<file path="config.mk">
export PLATFORM = sky130hd
export DESIGN_NAME = dmux4way_sched
export DESIGN_NICKNAME = d
export VERILOG_FILES = /design/src/rtl/dmux4way_sched.sv
export SDC_FILE = /design/constraint.sdc
export NUM_CORES = 1
export LEC_CHECK = 0
export CAP_MARGIN = 5
export CORE_ASPECT_RATIO = 1.1
export CORE_UTILIZATION = 43
export CTS_CLUSTER_DIAMETER = 200
export CTS_CLUSTER_SIZE = 14
export DETAILED_ROUTE_END_ITERATION = 8
export PLACE_DENSITY = 0.82
export SYNTH_ARGS = -nofsm -noshare
export SYNTH_HDL_FRONTEND = slang
export SYNTH_SLANG_ARGS = --single-unit
</file>
<file path="constraint.sdc">
create_clock -name clk -period 1.9 [get_ports clk]
set_input_delay 0.19 -clock clk [delete_from_list [all_inputs] [get_ports clk]]
set_output_delay 0.19 -clock clk [all_outputs]
set_load 0.05 [all_outputs]
</file>
<file path="src/rtl/dmux4way_sched.sv">
// dmux4way_sched: 1-to-4 demultiplexer with a single holding register.
// Words are routed by round-robin over enabled outputs or to a fixed output.
// Routing controls are sampled only when a word is accepted.
// A new word can be accepted in the same cycle the held word is delivered.
module dmux4way_sched #(
    parameter int WIDTH = 8
) (
    input  logic             clk,
    input  logic             rst_n,
    input  logic [WIDTH-1:0] in_data,
    input  logic             in_valid,
    output logic             in_ready,
    input  logic             mode,
    input  logic [1:0]       fixed_sel,
    input  logic [3:0]       en_mask,
    output logic [WIDTH-1:0] out_data,
    output logic [3:0]       out_valid,
    input  logic [3:0]       out_ready,
    output logic [1:0]       sel,
    output logic [7:0]       xfer_cnt
);

    typedef enum logic {IDLE, SEND} state_t;

    state_t     state;
    logic [1:0] last_dest;
    logic [1:0] target;
    logic       target_valid;
    logic [1:0] idx;
    logic       in_hs;
    logic       out_hs;

    // Destination for the next accepted word.
    // Round-robin scans upward from last_dest + 1 and wraps; the last candidate is last_dest itself.
    always_comb begin
        target       = fixed_sel;
        target_valid = en_mask[fixed_sel];
        idx          = 2'd0;
        if (!mode) begin
            target       = last_dest + 2'd1;
            target_valid = 1'b0;
            // Scan from the farthest candidate down, so the nearest enabled one is written last.
            for (int k = 3; k >= 0; k--) begin
                idx = last_dest + 2'(k) + 2'd1;
                if (en_mask[idx]) begin
                    target       = idx;
                    target_valid = 1'b1;
                end
            end
        end
    end

    // Handshake qualification. Only the ready of the held word's destination is looked at.
    always_comb begin
        out_hs   = (state == SEND) && out_ready[sel];
        in_ready = target_valid && ((state == IDLE) || out_ready[sel]);
        in_hs    = in_valid && in_ready;
    end

    // FSM with registered outputs. An output handshake and a new accept can happen in the same cycle.
    always_ff @(posedge clk or negedge rst_n) begin
        if (!rst_n) begin
            state     <= IDLE;
            out_data  <= '0;
            sel       <= 2'd0;
            last_dest <= 2'd3;
            out_valid <= 4'b0000;
            xfer_cnt  <= 8'd0;
        end else begin
            if (in_hs) begin
                state     <= SEND;
                out_data  <= in_data;
                sel       <= target;
                last_dest <= target;
                out_valid <= 4'b0001 << target;
            end else if (out_hs) begin
                state     <= IDLE;
                out_valid <= 4'b0000;
            end
            if (out_hs) begin
                xfer_cnt <= xfer_cnt + 8'd1;
            end
        end
    end

endmodule

</file>
==> results of run 1 <==
## worst paths after layout
path / from / to / slack [ns] / cells after the start
worst min-delay path: rst_n / xfer_cnt[5] / 0.24 / 2
worst max-delay path: sel[0] / in_ready / 0.01 / 4
max in group asynchronous: rst_n / last_dest[0] / 1.38 / 2
worst max register to register: sel[0] / out_valid[3] / 0.09 / 6
min in group clk: in_data[5] / out_data[5] / 0.40 / 3
worst min register to register: xfer_cnt[7] / xfer_cnt[7] / 0.49 / 1
## cell families after synthesis
group / Yosys count / synth area share [%]
mux: 5 / 6.10
fa+ha+maj: 1 / 1.03
flops: 25 / 51.9
simple gates: 54 / 21.4
xor+xnor: 8 / 5.79
compound gates: 17 / 10.8
buf+inv: 6 / 3.00
## per-layer routing
| layer | GRT usage [%] | up-vias |
|---|---|---|
| li1 | - | 524 |
| met1 | 24.4 | 527 |
| met2 | 34.0 | 29 |
| met3 | 3.67 | 2 |
| met4 | 6.39 | 0 |
| met5 | 0 | - |
## power groups by stage
stage	registers (uW)	logic, uW	clock network (uW)
floorplan	1600	538	0
global placement	988	1750	0
detailed placement	1000	1780	0
CTS	989	1840	235
global route	1020	1950	256
finish	992	1860	223
## what timing repair did
| item | CTS | global route |
|---|---|---|
| buffers inserted | 2 | 2 |
| gates resized for setup | 1 | 0 |
| setup endpoints to repair | 1 | 1 |
## registers in the layout (all words and copies together), names as in the netlist
name	count
last_dest	2
out_data	8
out_valid	4
sel	2
state	1
xfer_cnt	8
## synth_stat cells (all sizes together)
cell type and number:
nor3 1, dfstp 2, o221ai 1, a311oi 1
mux4 1, inv 2, and3 4, nor2b 1
nor2 5, buf 4, a32o 1, o21ai 1
a31o 1, ha 1, dfrtp 23, xnor2 5
nand4 1, nor3b 1, a21o 2, nand2 30
o22ai 2, o2111ai 1, mux2 3, and4 1
nand3 8, xor2 3, mux2i 1, a22oi 1
o31ai 3, a21oi 1, o211a 1, o21a 1
nand2b 2
## cell usage in the layout (no fill, tap or decap), drive strengths merged, types with 4 or more instances in the layout
cell type,netlist,routed
clkdlybuf4s50,0,43
nand2,30,30
dfrtp,23,23
buf,4,16
nand3,8,8
nor2,5,5
xnor2,5,5
and3,4,4
## per-stage QoR
stage / utilization (%) / cell area (sq um) / hold slack (ns)
6_report: 70.1 / 1820 / 0.241
5_1_grt: 70.1 / 1820 / 0.250
4_1_cts: 69.5 / 1800 / 0.241
3_5_place_dp: 67.7 / 1750 / 0.470
3_3_place_gp: 67.7 / 1750 / 0.461
2_1_floorplan: - / 1210 / -0.106
## layout make-up
type                            instances  area [sq um]  area share, %
Tap cell                               31          38.8           2.13
Clock inverter                          1          5.00          0.275
Timing Repair Buffer                   59           563           31.0
Inverter                                2          7.51          0.413
Multi-Input combinational cell         85           551           30.3
Clock buffer                            3          22.5           1.24
Sequential cell                        25           629           34.6
==> impl_metrics.env, run 1 <==
export IMPL_cpPeakStageDelay_ns=0.51
export IMPL_crit_type="register to output port"
export IMPL_crit_arrival_ns=1.70
export IMPL_grt_usage_pct=19.7
export IMPL_numPortBuffers=44
export IMPL_die_h_um=57.6
export IMPL_met1_length_mm=1.16
export IMPL_synth_cell_types=37
export IMPL_tns_ns=0
export IMPL_row_count=19
export IMPL_drtIter0Drc=24
export IMPL_clock_path_buffers=2
export IMPL_diodes=0
export IMPL_setup_viol=0
export IMPL_slowest_stage="mux4_2"
export IMPL_cts_hold_buffers=0
export IMPL_vdd_ir_drop_max_mv=1.16
export IMPL_synthesis_area_sq_mm=0.00121
export IMPL_dr_wl_met3_um=85
export IMPL_cts_tree="done"
export IMPL_swShare_pct=47.8
export IMPL_worst_slack_ns=0.0106
export IMPL_cts_sinks=25
export IMPL_power_density_mw_per_mm2=1690
export IMPL_end_kind="output port"
export IMPL_stdcell_count=206
export IMPL_fmax_mhz=529
export IMPL_crit_buf_inv=1
export IMPL_ys_warnings_count=0
export IMPL_grt_pass1_vias=1035
export IMPL_synth_nets=139
export IMPL_fin_skew_ns=0.00304
export IMPL_nets=199
export IMPL_cpLargestDelayFamily="multiplexers"
export IMPL_netSwitchingPower_uw=1470
export IMPL_cap_viol_max_count=0
export IMPL_hold_viol=0
export IMPL_routed_wl_mm=2.81
export IMPL_fin_crit_sh_pct=99.4
export IMPL_sequentialPowerShare_pct=32.3
export IMPL_antenna_found_initial=0
export IMPL_p_clk_share_pct=7.2
export IMPL_core_area_sq_mm=0.00259
export IMPL_dr_pass1_iters=4
export IMPL_vias_per_cell=5.25
export IMPL_die_area_sq_mm=0.00303
export IMPL_n_fill_cell=201
export IMPL_maxSlewViolCount=0
export IMPL_crit_required_ns=1.71
export IMPL_cts_made_buffers=3
export IMPL_final_min_clock_period_ns=1.89
export IMPL_synth_top_area_share_pct=47.6
export IMPL_power_uw=3070
export IMPL_die_w_um=52.6
export IMPL_io_pins=45
export IMPL_hold_class="primary input to asynchronous set/reset pin"
export IMPL_p_int_uw=1600
export IMPL_dp_final_hpwl_mm=2.16
export IMPL_place_congestion=0.773
export IMPL_ant_nets=0
export IMPL_yosysSeqAreaShare_pct=51.9
export IMPL_grt_pass1_wl_mm=4.47
export IMPL_clk_pin_slew_ns=0.12
export IMPL_ctsHtreeMaxLevel=1
export IMPL_initial_core_util_pct=46.7
export IMPL_p_leak_uw=0.000841
export IMPL_clockRootBuffer="clkbuf_4"
export IMPL_post_drt_wl_per_cell_um=13.6
export IMPL_synth_top_area_cell="dfrtp_1"
export IMPL_startpoint_type="register"
export IMPL_routed_top_layer="met4"
export IMPL_wl_met2_mm=1.54
export IMPL_synth_seq_cells=25
export IMPL_vias=1082
export IMPL_final_layout_size_suffix_gt1_share_pct=17.7
export IMPL_grt_max_degree=26
export IMPL_crit_chain="mux4_2 > nand2b_4 > and3_4 > buf_12"
export IMPL_drc=0
export IMPL_combPwrFrac_pct=60.5
export IMPL_dp_worst_setup_slack_ns=0.000514
export IMPL_grt_ovfl_total=0
export IMPL_synth_area_leaders="dfrtp_1 (48%), nand2_1 (9.3%), dfstp_2 (4.3%)"
export IMPL_area_growth_pct=50.2
export IMPL_status="completed"
export IMPL_post_synth_cell_area_avg_sq_um=10.4
export IMPL_cp_max_fo=4
export IMPL_netlist_instances=116
export IMPL_maxSlewHeadroom_pct=64.6
export IMPL_worstMarginPinSlew_ns=0.530
export IMPL_dp_cells=198
export IMPL_grt_setup_unrepaired="true"
export IMPL_clock_latency_ns=0.30
No activity file was read; power rests on OpenSTA's default activity.
==> run 2: changes to the inputs <==
- CORE_UTILIZATION: 43 -> 39
- PLACE_DENSITY: 0.82 -> 0.79
- clock period: 1.9 -> 1.55 ns (I/O delays scaled with it)
==> impl_metrics.env, run 2 (synthesis results as in run 1) <==
export IMPL_grt_use_met2_pct=39.2
export IMPL_final_min_clock_period_ns=1.84
export IMPL_dp_final_hpwl_mm=2.47
export IMPL_row_count=20
export IMPL_fmax_mhz=543
export IMPL_die_h_um=60.4
export IMPL_hold_ws_ns=0.0901
export IMPL_startpoint_type="register"
export IMPL_seqCellArea_sq_um=631
export IMPL_routed_wl_mm=3.23
export IMPL_multi_input_area_sq_um=593
export IMPL_diodes=0
export IMPL_power_density_mw_per_mm2=2040
export IMPL_cp_max_fo=2
export IMPL_maxSlewHeadroom_pct=70.7
export IMPL_grt_pass1_vias=1223
export IMPL_hold_viol=0
export IMPL_die_w_um=55.1
export IMPL_grt_usage_pct=22.1
export IMPL_end_kind="output port"
export IMPL_p_leak_uw=0.000943
export IMPL_worst_r2r_setup_slack_ns=-0.24
export IMPL_grt_max_degree=16
export IMPL_vias_per_cell=5.18
export IMPL_dr_pass1_iters=4
export IMPL_reg_top3="out_data x8, xfer_cnt x8, out_valid x4"
export IMPL_grt_pass1_wl_mm=5.21
export IMPL_cts_made_buffers=3
export IMPL_hold_class="primary input to asynchronous set/reset pin"
export IMPL_drtIter0Drc=20
export IMPL_gr_usage_met3_pct=4.26
export IMPL_worstRegToRegCells=5
export IMPL_final_layout_size_suffix_gt1_share_pct=39.9
export IMPL_final_common_cell="buf_4"
export IMPL_clock_latency_ns=0.33
export IMPL_clock_path_buffers=2
export IMPL_cts_hold_buffers=0
export IMPL_ant_nets=0
export IMPL_grt_ovfl_total=0
export IMPL_area_growth_pct=59.6
export IMPL_violations="setup timing"
export IMPL_core_area_sq_mm=0.00285
export IMPL_cts_tree="done"
export IMPL_final_cell_mix="buf_4 (44), nand2_1 (27), clkdlybuf4s50_1 (21), dfrtp_1 (21), nand3_1 (7)"
export IMPL_worstMarginPinSlew_ns=0.439
export IMPL_power_uw=3940
export IMPL_cts_sinks=25
export IMPL_nets=212
export IMPL_crit_arrival_ns=1.69
export IMPL_status="finished, violations left"
export IMPL_fin_skew_ns=0.0103
export IMPL_numPortBuffers=44
export IMPL_place_congestion=0.803
export IMPL_grt_setup_unrepaired="true"
export IMPL_vias=1144
export IMPL_maxSlewViolCount=0
export IMPL_tns_ns=-4.03
export IMPL_top_usage_layer="met2"
export IMPL_post_drt_wl_per_cell_um=14.6
export IMPL_die_area_sq_mm=0.00333
export IMPL_fin_crit_sh_pct=119
export IMPL_initial_core_util_pct=42.4
export IMPL_ctsHtreeMaxLevel=1
export IMPL_io_pins=45
export IMPL_grt_use_met1_pct=25.7
export IMPL_clk_pin_slew_ns=0.14
export IMPL_clockRootBuffer="clkbuf_4"
export IMPL_crit_type="register to output port"
export IMPL_n_fill_cell=222
export IMPL_crit_required_ns=1.39
export IMPL_worst_slack_ns=-0.290
export IMPL_cap_viol_max_count=0
export IMPL_drc=0
export IMPL_vdd_ir_drop_max_mv=1.16
export IMPL_antenna_found_initial=0
export IMPL_setup_viol=26
==> run 2: where the power goes <==
group / internal (uW) / switching (uW)
Combinational: 978 / 1460
Clock: 98.8 / 203
Sequential: 948 / 251
==> run 2: final timing paths <==
| path | endpoint | from |
|---|---|---|
| max in group asynchronous | last_dest[1] | rst_n |
| setup / recovery | in_ready | sel[0] |
| hold reg to reg | xfer_cnt[7] | xfer_cnt[7] |
| setup reg to reg | sel[0] | sel[0] |
| hold / removal | xfer_cnt[2] | rst_n |
| min in group clk | out_data[3] | in_data[3] |
==> run 2: what timing repair did <==
| action | 4_1_cts | 5_1_grt |
|---|---|---|
| resized for setup | 13 | 5 |
| cloned | 1 | 0 |
| pin swaps | 2 | 1 |
| setup endpoints to repair | 23 | 26 |
| setup buffers | 2 | 1 |
==> run 2: cell type report <==
class | instances | share of cell area (%)
repair buffers | 72 | 32.5
flip-flops and latches | 25 | 32.7
multi-input cells | 85 | 30.7
inverters | 2 | 0.389
well taps | 33 | 2.14
clock inverters | 1 | 0.389
clock buffers | 3 | 1.17
==> run 2: stage by stage <==
step	cell area, sq um	util [%]	setup slack, ns	instances
2_1_floorplan	1220	-	-0.262	116
3_3_place_gp	1800	63.2	-0.268	213
3_5_place_dp	1800	63.2	-0.316	213
4_1_cts	1910	66.9	-0.315	220
5_1_grt	1930	67.7	-0.353	221
6_report	1930	67.7	-0.290	221
==> run 2: worst max-delay path: stages, from the launching register on <==
cell	delay, ns
dfrtp_2	0.40
mux4_2	0.51
nand2b_4	0.16
and3_4	0.15
buf_12	0.14
==> run 2: metal layers <==
layer  wire length (um)  up-vias
li1                   -      551
met1               1360      563
met2               1710       24
met3                101        6
met4                 53        0
met5                  0        -
==> run 3: changes to the inputs <==
- HOLD_SLACK_MARGIN: unset -> 0.08
==> results of run 3 <==
Same layout as run 2: the final DEF is identical, and so are final timing and power.
